File: src/rtl/vanilla_exe_bubble_classifier_pkg.sv
// Types shared by the EXE bubble classifier: bubble causes, long-op
// scoreboard classes and the pipeline register views it inspects.
package vanilla_exe_bubble_classifier_pkg;

    localparam int RV32_reg_addr_width_gp = 5;
    localparam int RV32_Iimm_width_gp     = 12;
    localparam int sb_entries_lp          = 32;

    typedef enum logic [31:0] {
        e_exe_no_bubble,
        e_exe_bubble_branch_miss,
        e_exe_bubble_jalr_miss,
        e_exe_bubble_icache_miss,
        e_exe_bubble_stall_depend_dram,
        e_exe_bubble_stall_depend_global,
        e_exe_bubble_stall_depend_group,
        e_exe_bubble_stall_depend_fdiv,
        e_exe_bubble_stall_depend_idiv,
        e_exe_bubble_stall_depend_local_load,
        e_exe_bubble_stall_depend_imul,
        e_exe_bubble_stall_amo_aq,
        e_exe_bubble_stall_amo_rl,
        e_exe_bubble_stall_bypass,
        e_exe_bubble_stall_lr_aq,
        e_exe_bubble_stall_fence,
        e_exe_bubble_stall_remote_req,
        e_exe_bubble_stall_remote_credit,
        e_exe_bubble_stall_fdiv_busy,
        e_exe_bubble_stall_idiv_busy,
        e_exe_bubble_stall_fcsr,
        e_exe_bubble_stall_barrier
    } exe_bubble_type_e;

    typedef enum logic [2:0] {
        e_sb_none,
        e_sb_dram,
        e_sb_global,
        e_sb_group,
        e_sb_idiv,
        e_sb_fdiv
    } sb_class_e;

    typedef struct packed {
        logic [4:0] rs1;
        logic [4:0] rs2;
        logic [4:0] rs3;
        logic [4:0] rd;
        logic       read_rs1;
        logic       read_rs2;
        logic       read_frs1;
        logic       read_frs2;
        logic       read_frs3;
        logic       write_rd;
        logic       write_frd;
    } id_signals_s;

    typedef struct packed {
        logic [4:0] rd;
        logic       is_load;
        logic       is_amo;
        logic       is_idiv;
        logic       write_frd;
    } exe_signals_s;

    typedef struct packed {
        logic [4:0] rd;
        logic       is_fdiv;
        logic       is_fsqrt;
    } fp_exe_ctrl_s;

    function automatic sb_class_e addr_class(input logic [31:0] addr);
        if (addr[31]) return e_sb_dram;
        else if (addr[30]) return e_sb_global;
        else if (addr[29]) return e_sb_group;
        else return e_sb_none;
    endfunction

    // dram > global > group > fdiv > idiv
    function automatic logic [2:0] sb_rank(input sb_class_e c);
        case (c)
            e_sb_dram:   return 3'd5;
            e_sb_global: return 3'd4;
            e_sb_group:  return 3'd3;
            e_sb_fdiv:   return 3'd2;
            e_sb_idiv:   return 3'd1;
            default:     return 3'd0;
        endcase
    endfunction

    function automatic sb_class_e sb_max(input sb_class_e a, input sb_class_e b);
        return (sb_rank(b) > sb_rank(a)) ? b : a;
    endfunction

endpackage

File: src/rtl/vanilla_exe_bubble_classifier.sv
// Classifies the EXE stage each cycle as a real instruction or a bubble,
// with the bubble cause and the word PC of the instruction responsible.
module vanilla_exe_bubble_classifier
    import vanilla_exe_bubble_classifier_pkg::*;
#(
    parameter int pc_width_p      = 30,
    parameter int data_width_p    = 32,
    parameter int x_cord_width_p  = 6,
    parameter int y_cord_width_p  = 5,
    parameter int origin_x_cord_p = 0,
    parameter int origin_y_cord_p = 0
) (
    input  logic                              clk_i,
    input  logic                              reset_i,
    input  logic [pc_width_p-1:0]             pc_r,
    input  logic [pc_width_p-1:0]             pc_n,
    input  logic [data_width_p-1:0]           if_pc,
    input  logic [data_width_p-1:0]           id_pc,
    input  logic [data_width_p-1:0]           exe_pc,
    input  logic                              flush,
    input  logic                              icache_miss,
    input  logic                              icache_miss_in_pipe,
    input  logic                              stall_all,
    input  logic                              stall_id,
    input  logic                              stall_depend_long_op,
    input  logic                              stall_depend_local_load,
    input  logic                              stall_depend_imul,
    input  logic                              stall_bypass,
    input  logic                              stall_lr_aq,
    input  logic                              stall_fence,
    input  logic                              stall_amo_aq,
    input  logic                              stall_amo_rl,
    input  logic                              stall_fdiv_busy,
    input  logic                              stall_idiv_busy,
    input  logic                              stall_fcsr,
    input  logic                              stall_remote_req,
    input  logic                              stall_remote_credit,
    input  logic                              stall_barrier,
    input  logic                              stall_icache_store,
    input  logic                              stall_remote_ld_wb,
    input  logic                              stall_ifetch_wait,
    input  logic                              stall_remote_flw_wb,
    input  logic                              branch_mispredict,
    input  logic                              jalr_mispredict,
    input  logic [data_width_p-1:0]           rs1_val_to_exe,
    input  logic [RV32_Iimm_width_gp-1:0]     mem_addr_op2,
    input  logic                              int_sb_clear,
    input  logic                              float_sb_clear,
    input  logic [RV32_reg_addr_width_gp-1:0] int_sb_clear_id,
    input  logic [RV32_reg_addr_width_gp-1:0] float_sb_clear_id,
    input  id_signals_s                       id_r,
    input  exe_signals_s                      exe_r,
    input  fp_exe_ctrl_s                      fp_exe_ctrl_r,
    input  logic [x_cord_width_p-1:0]         global_x_i,
    input  logic [y_cord_width_p-1:0]         global_y_i,
    output exe_bubble_type_e                  exe_bubble_type_o,
    output logic [pc_width_p-1:0]             exe_bubble_pc_o
);

    localparam int unused_origin_lp = origin_x_cord_p + origin_y_cord_p;

    exe_bubble_type_e        id_type_r, id_type_n;
    exe_bubble_type_e        exe_type_r, exe_type_n;
    logic [pc_width_p-1:0]   id_bpc_r, id_bpc_n;
    logic [pc_width_p-1:0]   exe_bpc_r, exe_bpc_n;
    exe_bubble_type_e        stall_type;
    exe_bubble_type_e        long_type;
    sb_class_e               long_class;
    sb_class_e               mem_class;
    sb_class_e               int_sb_r [sb_entries_lp];
    sb_class_e               flt_sb_r [sb_entries_lp];
    logic [31:0]             mem_addr;
    logic                    mem_op;
    logic                    int_mem_set;
    logic                    flt_mem_set;
    logic                    int_div_set;
    logic                    flt_div_set;
    logic [pc_width_p-1:0]   id_wpc;
    logic [pc_width_p-1:0]   exe_wpc;

    logic unused_sig;
    assign unused_sig = ^{pc_n, if_pc, flush, stall_icache_store,
                          stall_remote_ld_wb, stall_ifetch_wait,
                          stall_remote_flw_wb, global_x_i, global_y_i,
                          id_pc, exe_pc, rs1_val_to_exe};

    assign id_wpc  = id_pc[pc_width_p+1:2];
    assign exe_wpc = exe_pc[pc_width_p+1:2];

    assign mem_addr = rs1_val_to_exe[31:0]
                    + {{(32-RV32_Iimm_width_gp){mem_addr_op2[RV32_Iimm_width_gp-1]}},
                       mem_addr_op2};
    assign mem_class   = addr_class(mem_addr);
    assign mem_op      = exe_r.is_load | exe_r.is_amo;
    assign int_mem_set = mem_op & ~exe_r.write_frd
                       & (mem_class != e_sb_none) & (exe_r.rd != '0);
    assign flt_mem_set = mem_op & exe_r.write_frd & (mem_class != e_sb_none);
    assign int_div_set = exe_r.is_idiv & ~mem_op & (exe_r.rd != '0);
    assign flt_div_set = fp_exe_ctrl_r.is_fdiv | fp_exe_ctrl_r.is_fsqrt;

    // Worst outstanding long op among the registers the ID instruction touches
    always_comb begin
        long_class = e_sb_none;
        if (id_r.read_rs1)  long_class = sb_max(long_class, int_sb_r[id_r.rs1]);
        if (id_r.read_rs2)  long_class = sb_max(long_class, int_sb_r[id_r.rs2]);
        if (id_r.write_rd)  long_class = sb_max(long_class, int_sb_r[id_r.rd]);
        if (id_r.read_frs1) long_class = sb_max(long_class, flt_sb_r[id_r.rs1]);
        if (id_r.read_frs2) long_class = sb_max(long_class, flt_sb_r[id_r.rs2]);
        if (id_r.read_frs3) long_class = sb_max(long_class, flt_sb_r[id_r.rs3]);
        if (id_r.write_frd) long_class = sb_max(long_class, flt_sb_r[id_r.rd]);
    end

    always_comb begin
        case (long_class)
            e_sb_global: long_type = e_exe_bubble_stall_depend_global;
            e_sb_group:  long_type = e_exe_bubble_stall_depend_group;
            e_sb_fdiv:   long_type = e_exe_bubble_stall_depend_fdiv;
            e_sb_idiv:   long_type = e_exe_bubble_stall_depend_idiv;
            default:     long_type = e_exe_bubble_stall_depend_dram;
        endcase
    end

    // Several causes may be raised together; the order below decides
    always_comb begin
        stall_type = e_exe_no_bubble;
        if (stall_depend_long_op)         stall_type = long_type;
        else if (stall_depend_local_load) stall_type = e_exe_bubble_stall_depend_local_load;
        else if (stall_depend_imul)       stall_type = e_exe_bubble_stall_depend_imul;
        else if (stall_bypass)            stall_type = e_exe_bubble_stall_bypass;
        else if (stall_lr_aq)             stall_type = e_exe_bubble_stall_lr_aq;
        else if (stall_fence)             stall_type = e_exe_bubble_stall_fence;
        else if (stall_amo_aq)            stall_type = e_exe_bubble_stall_amo_aq;
        else if (stall_amo_rl)            stall_type = e_exe_bubble_stall_amo_rl;
        else if (stall_remote_req)        stall_type = e_exe_bubble_stall_remote_req;
        else if (stall_remote_credit)     stall_type = e_exe_bubble_stall_remote_credit;
        else if (stall_fdiv_busy)         stall_type = e_exe_bubble_stall_fdiv_busy;
        else if (stall_idiv_busy)         stall_type = e_exe_bubble_stall_idiv_busy;
        else if (stall_fcsr)              stall_type = e_exe_bubble_stall_fcsr;
        else if (stall_barrier)           stall_type = e_exe_bubble_stall_barrier;
    end

    always_comb begin
        exe_type_n = id_type_r;
        exe_bpc_n  = id_bpc_r;
        id_type_n  = e_exe_no_bubble;
        id_bpc_n   = '0;
        if (branch_mispredict) begin
            exe_type_n = e_exe_bubble_branch_miss;
            exe_bpc_n  = exe_wpc;
        end else if (jalr_mispredict) begin
            exe_type_n = e_exe_bubble_jalr_miss;
            exe_bpc_n  = exe_wpc;
        end else if (stall_id) begin
            exe_type_n = stall_type;
            exe_bpc_n  = id_wpc;
        end
        if (branch_mispredict | jalr_mispredict) begin
            id_type_n = exe_type_n;
            id_bpc_n  = exe_wpc;
        end else if (stall_id) begin
            id_type_n = id_type_r;
            id_bpc_n  = id_bpc_r;
        end else if (icache_miss | icache_miss_in_pipe) begin
            id_type_n = e_exe_bubble_icache_miss;
            id_bpc_n  = pc_r;
        end
    end

    always_ff @(posedge clk_i or negedge reset_i) begin
        if (!reset_i) begin
            id_type_r  <= e_exe_no_bubble;
            id_bpc_r   <= '0;
            exe_type_r <= e_exe_no_bubble;
            exe_bpc_r  <= '0;
        end else if (!stall_all) begin
            id_type_r  <= id_type_n;
            id_bpc_r   <= id_bpc_n;
            exe_type_r <= exe_type_n;
            exe_bpc_r  <= exe_bpc_n;
        end
    end

    // Clears apply even under stall_all; a same-cycle set overrides a clear
    always_ff @(posedge clk_i or negedge reset_i) begin
        if (!reset_i) begin
            for (int i = 0; i < sb_entries_lp; i++) begin
                int_sb_r[i] <= e_sb_none;
                flt_sb_r[i] <= e_sb_none;
            end
        end else begin
            for (int i = 0; i < sb_entries_lp; i++) begin
                if (int_sb_clear && int_sb_clear_id == 5'(i))
                    int_sb_r[i] <= e_sb_none;
                if (float_sb_clear && float_sb_clear_id == 5'(i))
                    flt_sb_r[i] <= e_sb_none;
                if (!stall_all) begin
                    if (int_mem_set && exe_r.rd == 5'(i))
                        int_sb_r[i] <= mem_class;
                    if (int_div_set && exe_r.rd == 5'(i))
                        int_sb_r[i] <= e_sb_idiv;
                    if (flt_div_set && fp_exe_ctrl_r.rd == 5'(i))
                        flt_sb_r[i] <= e_sb_fdiv;
                    if (flt_mem_set && exe_r.rd == 5'(i))
                        flt_sb_r[i] <= mem_class;
                end
            end
        end
    end

    assign exe_bubble_type_o = exe_type_r;
    assign exe_bubble_pc_o   = exe_bpc_r;

endmodule

File: config.mk
export PLATFORM = sky130hd
export DESIGN_NAME = vanilla_exe_bubble_classifier
export DESIGN_NICKNAME = d
export VERILOG_FILES = /design/src/rtl/vanilla_exe_bubble_classifier_pkg.sv /design/src/rtl/vanilla_exe_bubble_classifier.sv
export SDC_FILE = /design/constraint.sdc
export NUM_CORES = 1
export LEC_CHECK = 0
export BUFFER_PORTS_ARGS = -buffer_cell sky130_fd_sc_hd__buf_2
export CORE_ASPECT_RATIO = 0.8
export CORE_MARGIN = 8
export CORE_UTILIZATION = 40
export DETAILED_ROUTE_END_ITERATION = 10
export HOLD_SLACK_MARGIN = 0.15
export SYNTH_ARGS = -nofsm -noshare
export SYNTH_HDL_FRONTEND = slang
export SYNTH_SLANG_ARGS = --single-unit
File: constraint.sdc
create_clock -name clk_i -period 14.4 [get_ports clk_i]
set_clock_uncertainty 0.05 [all_clocks]
set_input_delay 1.44 -clock clk_i [delete_from_list [all_inputs] [get_ports clk_i]]
set_output_delay 1.44 -clock clk_i [all_outputs]
set_load 0.02 [all_outputs]
Word-level counts from Yosys, hierarchy flattened

Cells that the tools add are included.
Widths: inputs -> output; s select.

Bits in registers: 316
Bits of input ports: 293
Output and inout port bits: 62
Logic and storage cells: 839

Add/sub/neg operators: 1
Magnitude comparators: 11
Eq/ne operators: 194
Multiplexer cells: 348
Bitwise logic cells: 18
Reduce and logical (&&, ||, !) cells: 199

Operators by type and width:

| kind               | count |
|---|---|
| $mux 3             | 299 |
| $eq 5x5->1 const B | 64 |
| $pmux 3 s5         | 13 |
| $logic_and 1x1->1  | 192 |
| $mux 32            | 6 |
| $mux 30            | 6 |
| $eq 5x4->1 const B | 32 |
| $bmux 3 s5         | 7 |
| $eq 3x2->1 const B | 28 |
| $eq 3x3->1 const B | 28 |
| $eq 5x3->1 const B | 16 |
| $mux 5             | 13 |
| $eq 5x2->1 const B | 8 |
| $eq 3x1->1 const B | 13 |
| $add 32x32->32     | 1 |
| $ge 6x6->1 const B | 4 |
| $not 5->6          | 4 |
| $gt 3x3->1         | 7 |
| $eq 5x1->1 const B | 4 |
| $logic_not 5->1    | 4 |
| $pmux 4 s4         | 1 |
| $and 1x1->1        | 7 |
| $mux 2             | 3 |
| $reduce_bool 5->1  | 1 |
| other kinds (5)    | 10 |

Depth between registers and ports, before layout

Depth in word-level cells: 53
Depth in mapped cells: 66
Mapped depth without buffers: 62

Worst setup path after synthesis

Ideal clock, no wire load.

Path type: input-to-reg
Start: in id_r[24] (netlist name)
End: reg exe_type_r[0], in the netlist exe_bubble_type_o[0]
Arrival time: 12919 ps
Data required time: 14276 ps
Path slack: 1356 ps
Stages on the path: 55
Buffers on the path: 3
Cells stage by stage: buf_2 -> buf_2 -> clkbuf_1 -> mux4_2 -> mux4_1 -> mux2i_1 -> inv_1 -> nand3_1 -> ha_1 -> nor2b_1 -> o21a_1 -> o211ai_1 -> nand2_1 -> o32ai_2 -> xnor2_1 -> nand2_1 -> ha_1 -> nor2b_1 -> [... 19 more ...] -> or3_1 -> ha_1 -> o21a_1 -> o211a_1 -> nor2_1 -> a21oi_1 -> and2_1 -> o21bai_1 -> ha_1 -> nor2b_1 -> o21ai_0 -> nand2b_1 -> nand3_1 -> mux2i_1 -> o21ai_1 -> or3_1 -> mux2_2 -> o21ai_2

Cells in the longest elaborated chain, start to end: 52
Elaborated cells on any way between the ends: 93

RTL lines:

| item                                            | line                                                                       | RTL |
|---|---|---|
| start, declared                                 | vanilla_exe_bubble_classifier.sv:51                                        | `input id_signals_s id_r,` |
| $not 5->6 (implied by the code) (*)             | vanilla_exe_bubble_classifier.sv:104, vanilla_exe_bubble_classifier.sv:107 |  |
| $bmux 3 s5                                      | vanilla_exe_bubble_classifier.sv:104                                       | `if (id_r.read_rs1) long_class = sb_max(long_class, int_sb_r[id_r.rs1]);` |
| $mux 3 (implied by the code) (2 in series)      | vanilla_exe_bubble_classifier.sv:104                                       |  |
| $eq 3x3->1 (tied with other cells)              | vanilla_exe_bubble_classifier_pkg.sv:80                                    | `case (c)` |
| $pmux 3 s5                                      | vanilla_exe_bubble_classifier_pkg.sv:80                                    |  |
| $mux 3                                          | vanilla_exe_bubble_classifier.sv:104                                       |  |
| $gt 3x3->1                                      | vanilla_exe_bubble_classifier_pkg.sv:91                                    | `return (sb_rank(b) > sb_rank(a)) ? b : a;` |
| $mux 3                                          | vanilla_exe_bubble_classifier_pkg.sv:91                                    |  |
| [... 35 more ...]                               | --                                                                         |  |
| $mux 3                                          | vanilla_exe_bubble_classifier_pkg.sv:91                                    |  |
| $mux 3 (*)                                      | vanilla_exe_bubble_classifier.sv:110                                       | `if (id_r.write_frd) long_class = sb_max(long_class, flt_sb_r[id_r.rd]);` |
| $eq 3x3->1 / $eq 3x2->1 (equally long branches) | vanilla_exe_bubble_classifier.sv:114                                       | `case (long_class)` |
| $pmux 4 s4 (*)                                  | vanilla_exe_bubble_classifier.sv:114                                       |  |
| $mux 32 (*)                                     | vanilla_exe_bubble_classifier.sv:126                                       | `if (stall_depend_long_op) stall_type = long_type;` |
| $mux 32 (*)                                     | vanilla_exe_bubble_classifier.sv:153                                       | `end else if (stall_id) begin` |
| $mux 32 (*)                                     | vanilla_exe_bubble_classifier.sv:150                                       | `end else if (jalr_mispredict) begin` |
| $mux 32 (*)                                     | vanilla_exe_bubble_classifier.sv:147                                       | `if (branch_mispredict) begin` |
| end signal, assigned                            | vanilla_exe_bubble_classifier.sv:173                                       | `exe_type_r <= e_exe_no_bubble;` |
| end signal, assigned                            | vanilla_exe_bubble_classifier.sv:178                                       | `exe_type_r <= exe_type_n;` |
| end, declared                                   | vanilla_exe_bubble_classifier.sv:63                                        | `exe_bubble_type_e exe_type_r, exe_type_n;` |

Mark *: on every way between the ends. The rest lies on a longest branch, timed or not. The select of a mux whose other input is x is not followed.
A chain may end at the register's enable or synchronous reset.

Worst setup path after layout

Start: in id_r[19] (netlist name)
End: reg exe_type_r[0], in the netlist exe_bubble_type_o[0]

Cells in the longest elaborated chain, start to end: 46
Elaborated cells on any way between the ends: 83

RTL lines:

| item                                            | line                                                                       | RTL |
|---|---|---|
| $not 5->6 (implied by the code) (*)             | vanilla_exe_bubble_classifier.sv:105, vanilla_exe_bubble_classifier.sv:108 |  |
| $bmux 3 s5                                      | vanilla_exe_bubble_classifier.sv:105                                       | `if (id_r.read_rs2) long_class = sb_max(long_class, int_sb_r[id_r.rs2]);` |
| $mux 3 (implied by the code) (2 in series)      | vanilla_exe_bubble_classifier.sv:105                                       |  |
| $eq 3x3->1 (tied with other cells)              | vanilla_exe_bubble_classifier_pkg.sv:80                                    |  |
| $pmux 3 s5                                      | vanilla_exe_bubble_classifier_pkg.sv:80                                    |  |
| $mux 3                                          | vanilla_exe_bubble_classifier.sv:105                                       |  |
| $gt 3x3->1                                      | vanilla_exe_bubble_classifier_pkg.sv:91                                    |  |
| $mux 3                                          | vanilla_exe_bubble_classifier_pkg.sv:91                                    |  |
| [... 29 more ...]                               | --                                                                         |  |
| $mux 3                                          | vanilla_exe_bubble_classifier_pkg.sv:91                                    |  |
| $mux 3 (*)                                      | vanilla_exe_bubble_classifier.sv:110                                       |  |
| $eq 3x3->1 / $eq 3x2->1 (equally long branches) | vanilla_exe_bubble_classifier.sv:114                                       |  |
| $pmux 4 s4 (*)                                  | vanilla_exe_bubble_classifier.sv:114                                       |  |
| $mux 32 (*)                                     | vanilla_exe_bubble_classifier.sv:126                                       |  |
| $mux 32 (*)                                     | vanilla_exe_bubble_classifier.sv:153                                       |  |
| $mux 32 (*)                                     | vanilla_exe_bubble_classifier.sv:150                                       |  |
| $mux 32 (*)                                     | vanilla_exe_bubble_classifier.sv:147                                       |  |

Marks and branches as above.

==> impl_metrics.py <==
metrics = {
    "worst_setup_path": {
        "r2r_end": "exe_bubble_type_o[0]$_DFFE_PN0N_",
        "path_delay_family": "simple AND/OR/NAND/NOR gates",
        "rrSetupSlack_ps": 1810,
        "worstPathMaxFanout": 17,
        "cpPeakStageDelay_ps": 620,
        "ff2ff_path_depth": 56,
        "critical_path.most_common_cell": "nor2b_1",
        "crit_buf_inv": 4,
        "critPathCaptureType": "flop",
        "path_class": "in2reg",
        "crit_arrival_ps": 13980,
        "required_ps": 14830,
        "r2r-start": "int_sb_r[67]$_DFF_PN0_",
        "cp-start-kind": "input pin",
        "critPathSlowestCell": "nor2b_1",
    },
    "power": {
        "power_leakage_uw": 0.0110,
        "comb_power_share_pct": 39.0,
        "switching_share_pct": 36.9,
        "ir_drop_uv": 124,
        "intPower_uw": 2230,
        "power_frac_seq_pct": 31.9,
        "p_switching_uw": 1300,
        "p_clk_share_pct": 29.0,
        "power_density_mw_per_mm2": 139,
    },
    "job": {
        "drv_cap": 0,
    },
    "floorplan": {
        "ios": 355,
        "die_w_um": 278,
        "core_sq_mm": 0.0548,
        "die_h_um": 226,
        "die_area_sq_mm": 0.0628,
        "num_rows": 77,
        "start_util_pct": 40.1,
    },
    "logic_synthesis": {
        "synth_edf_count": 0,
        "ys.warnings.count": 0,
        "synth.largest_area_cell": "dfrtp_1",
        "synthTopCellsByArea": "dfrtp_1 36%, mux4_2 15%, mux2i_1 6.4%",
        "netlist_instances": 2180,
        "synth-seq-cells": 316,
        "synthAdderAreaFrac_pct": 2.73,
        "ys_seq_area_share_pct": 35.9,
        "synth_cell_types": 72,
        "synth_top_area_share_pct": 35.9,
        "synth-compound-area-share_pct": 18.5,
        "synth_nets": 2521,
        "synth_flop_cell": "dfrtp_1",
        "synth_area_per_cell_sq_um": 10.1,
        "netlist_area_sq_mm": 0.0220,
        "synthSimpleGateAreaFrac_pct": 15.2,
        "async_flop_share_pct": 100,
        "synth_top_family_by_area": "multiplexers",
        "synth_xor_area_share_pct": 0.995,
        "muxShareOfSynthArea_pct": 23.2,
    },
    "clock_tree": {
        "clock_path_buffers": 3,
        "cts_buffers": 39,
        "htree_levels": 2,
        "clk_latency_ps": 570,
        "cts.sinks": 316,
        "cts-root-buf": "clkbuf_16",
        "tritoncts": "yes",
        "clk_transition_reported_paths_ps": 60,
    },
    "timing": {
        "fin_setup_tns_ps": 0,
        "worst_pin_slew_ps": 1250,
        "fin_crit_ps": 13550,
        "fin_ws_ps": 851,
        "hold_ws_ps": 431,
        "post-route-period-util_pct": 94.1,
        "finalSetupViolCount": 0,
        "slew_violations": 0,
        "hold_viol_final": 0,
        "timing.fmax_mhz": 73.8,
        "relSlewSlack_pct": 16.8,
    },
    "place": {
        "portBuffers": 272,
        "placed_area_sq_mm": 0.0240,
        "dp_slack_ps": -62.3,
        "place_congestion": 0.971,
        "dp.final_hpwl_mm": 60.9,
    },
    "final_layout": {
        "design_area_sq_mm": 0.0253,
        "areaGrowthSynthToFinish_pct": 15.1,
        "layout_commonest_cell": "dfrtp_1",
        "nets": 2726,
        "layout-drive-gt1-share_pct": 23.7,
        "layout_common_cells": "316 x dfrtp_1, 304 x nand2_1, 269 x buf_2",
    },
    "worst_hold_path": {
        "min_from": "exe_bubble_pc_o[24]$_DFFE_PN0N_",
        "min_path_cells": 2,
        "worst_hold_path_type": "reg2reg",
        "hold_path_end": "exe_bubble_pc_o[24]$_DFFE_PN0N_",
    },
    "status": {
        "run_status": "finished, final reports clean",
    },
    "global_route": {
        "antenna_found_initial": 1,
        "grt_start_max_net_pins": 132,
        "globalRoute.totalOverflow": 0,
        "grt_pass1_vias": 19600,
        "track_usage_pct": 25.3,
        "grt_first_pass_wirelength_mm": 123,
    },
    "detailed_routing": {
        "drt-pass1-iter-count": 6,
        "ant_nets": 0,
        "drtIter0Drc": 2720,
        "drt_wl_total_mm": 82.9,
        "drt-wirelength-per-cell_um": 26.5,
        "drc": 0,
        "vias": 20200,
        "viasPerCell": 6.47,
    },
}
## cell usage after synthesis (8+ instances only)
| library cell | instances |
|---|---|
| buf_2 | 32 |
| mux2i_1 | 140 |
| o21a_1 | 10 |
| a21oi_1 | 137 |
| o22ai_1 | 34 |
| nor2_1 | 176 |
| mux4_2 | 143 |
| a2bb2oi_1 | 8 |
| o21ai_0 | 66 |
| xor2_1 | 8 |
| xnor2_1 | 17 |
| a31oi_1 | 21 |
| buf_1 | 13 |
| mux2_2 | 9 |
| dfrtp_1 | 316 |
| clkbuf_1 | 96 |
| and2_1 | 45 |
| a21o_1 | 12 |
| nand2b_1 | 31 |
| a22oi_1 | 108 |
| o32a_1 | 18 |
| inv_1 | 20 |
| a21boi_0 | 8 |
| a32o_1 | 56 |
| nand4_1 | 11 |
| a22o_1 | 41 |
| nand2_1 | 304 |
| ha_1 | 48 |
| nand3_1 | 38 |
| buf_6 | 9 |
| nor3_1 | 46 |
| a31o_2 | 8 |
| nor2b_1 | 56 |
| mux4_1 | 13 |
## logic make-up (layout without fill, tap and decap cells)
family          count (synthesis)  after routing
compound gates                574            574
xor+xnor                       25             25
other cells                     0              1
mux                           308            308
flops                         316            316
fa+ha+maj                      48             48
buf+inv                       172            403
simple gates                  737            737
## worst max-delay path by stage
| stage | depth (start not counted) | end | startpoint | slack (ps) |
|---|---|---|---|---|
| 6_report | 60 | exe_bubble_type_o[0]$_DFFE_PN0N_ | id_r[19] | 850 |
| 5_1_grt | 57 | exe_bubble_type_o[0]$_DFFE_PN0N_ | id_r[23] | -20 |
| 4_1_cts | 56 | exe_bubble_type_o[0]$_DFFE_PN0N_ | id_r[23] | 480 |
| 3_5_place_dp | 56 | exe_bubble_type_o[0]$_DFFE_PN0N_ | id_r[23] | -60 |
| 3_3_place_gp | 56 | exe_bubble_type_o[0]$_DFFE_PN0N_ | id_r[23] | 280 |
| 2_1_floorplan | 55 | exe_bubble_type_o[0]$_DFFE_PN0N_ | id_r[24] | 1360 |
## worst register-to-register path, delay by kind of cell (launching register included)
kind                       cells  cell delay, ps
adders and majority gates      6            1860
AOI/OAI and AO/OA             21            4030
DFF                            1             430
xor gates and xnor gates       2             310
buffers and inverters          2             280
muxes                          5            1910
and+or+nand+nor               20            3600
## through the flow
step / std cells / total power [uW] / utilization (%)
after floorplan: 2180 / 2070 / -
final: 3123 / 3530 / 46.2
after detailed placement: 3052 / 2470 / 43.7
after global placement: 3052 / 2420 / 43.7
after global routing: 3123 / 3720 / 46.2
after CTS: 3119 / 3500 / 46.1
## per-layer routing
layer  wire length (um)  global-route usage, %  up-vias
met5                  0                      0        -
met2              35900                   37.1     1270
met4               2490                   7.71        0
met1              34300                   35.4    10100
li1                   -                      -     8697
met3              10200                   8.27      167
## registers in the layout (all words and copies together), names as in the netlist
name,flops
flt_sb_r,96
int_sb_r,96
exe_bubble_type_o,32
id_type_r,32
exe_bubble_pc_o,30
id_bpc_r,30
## timing repair
| action | 4_1_cts | 5_1_grt |
|---|---|---|
| setup buffers | 0 | 3 |
| hold buffers | 0 | 0 |
| setup endpoints to repair | 0 | 4 |
| gates resized for setup | 0 | 7 |
## final cells by class
cell class | instances | area [sq um]
fillers | 5106 | 29500
multi-input cells | 1692 | 13400
flip-flops and latches | 316 | 7910
repair buffers | 316 | 1730
clock buffers | 53 | 1120
well taps | 711 | 890
clock inverters | 14 | 185
inverters | 20 | 75.1
diodes | 1 | 2.50
## power by group through the flow
stage	combinational, uW	sequential (uW)	clock, uW
after global placement	1300	1130	0
final	1380	1130	1020
after CTS	1340	1120	1040
after global routing	1510	1140	1080
after floorplan	972	1100	0
after detailed placement	1330	1130	0
Power figures use the tool's default switching activity.
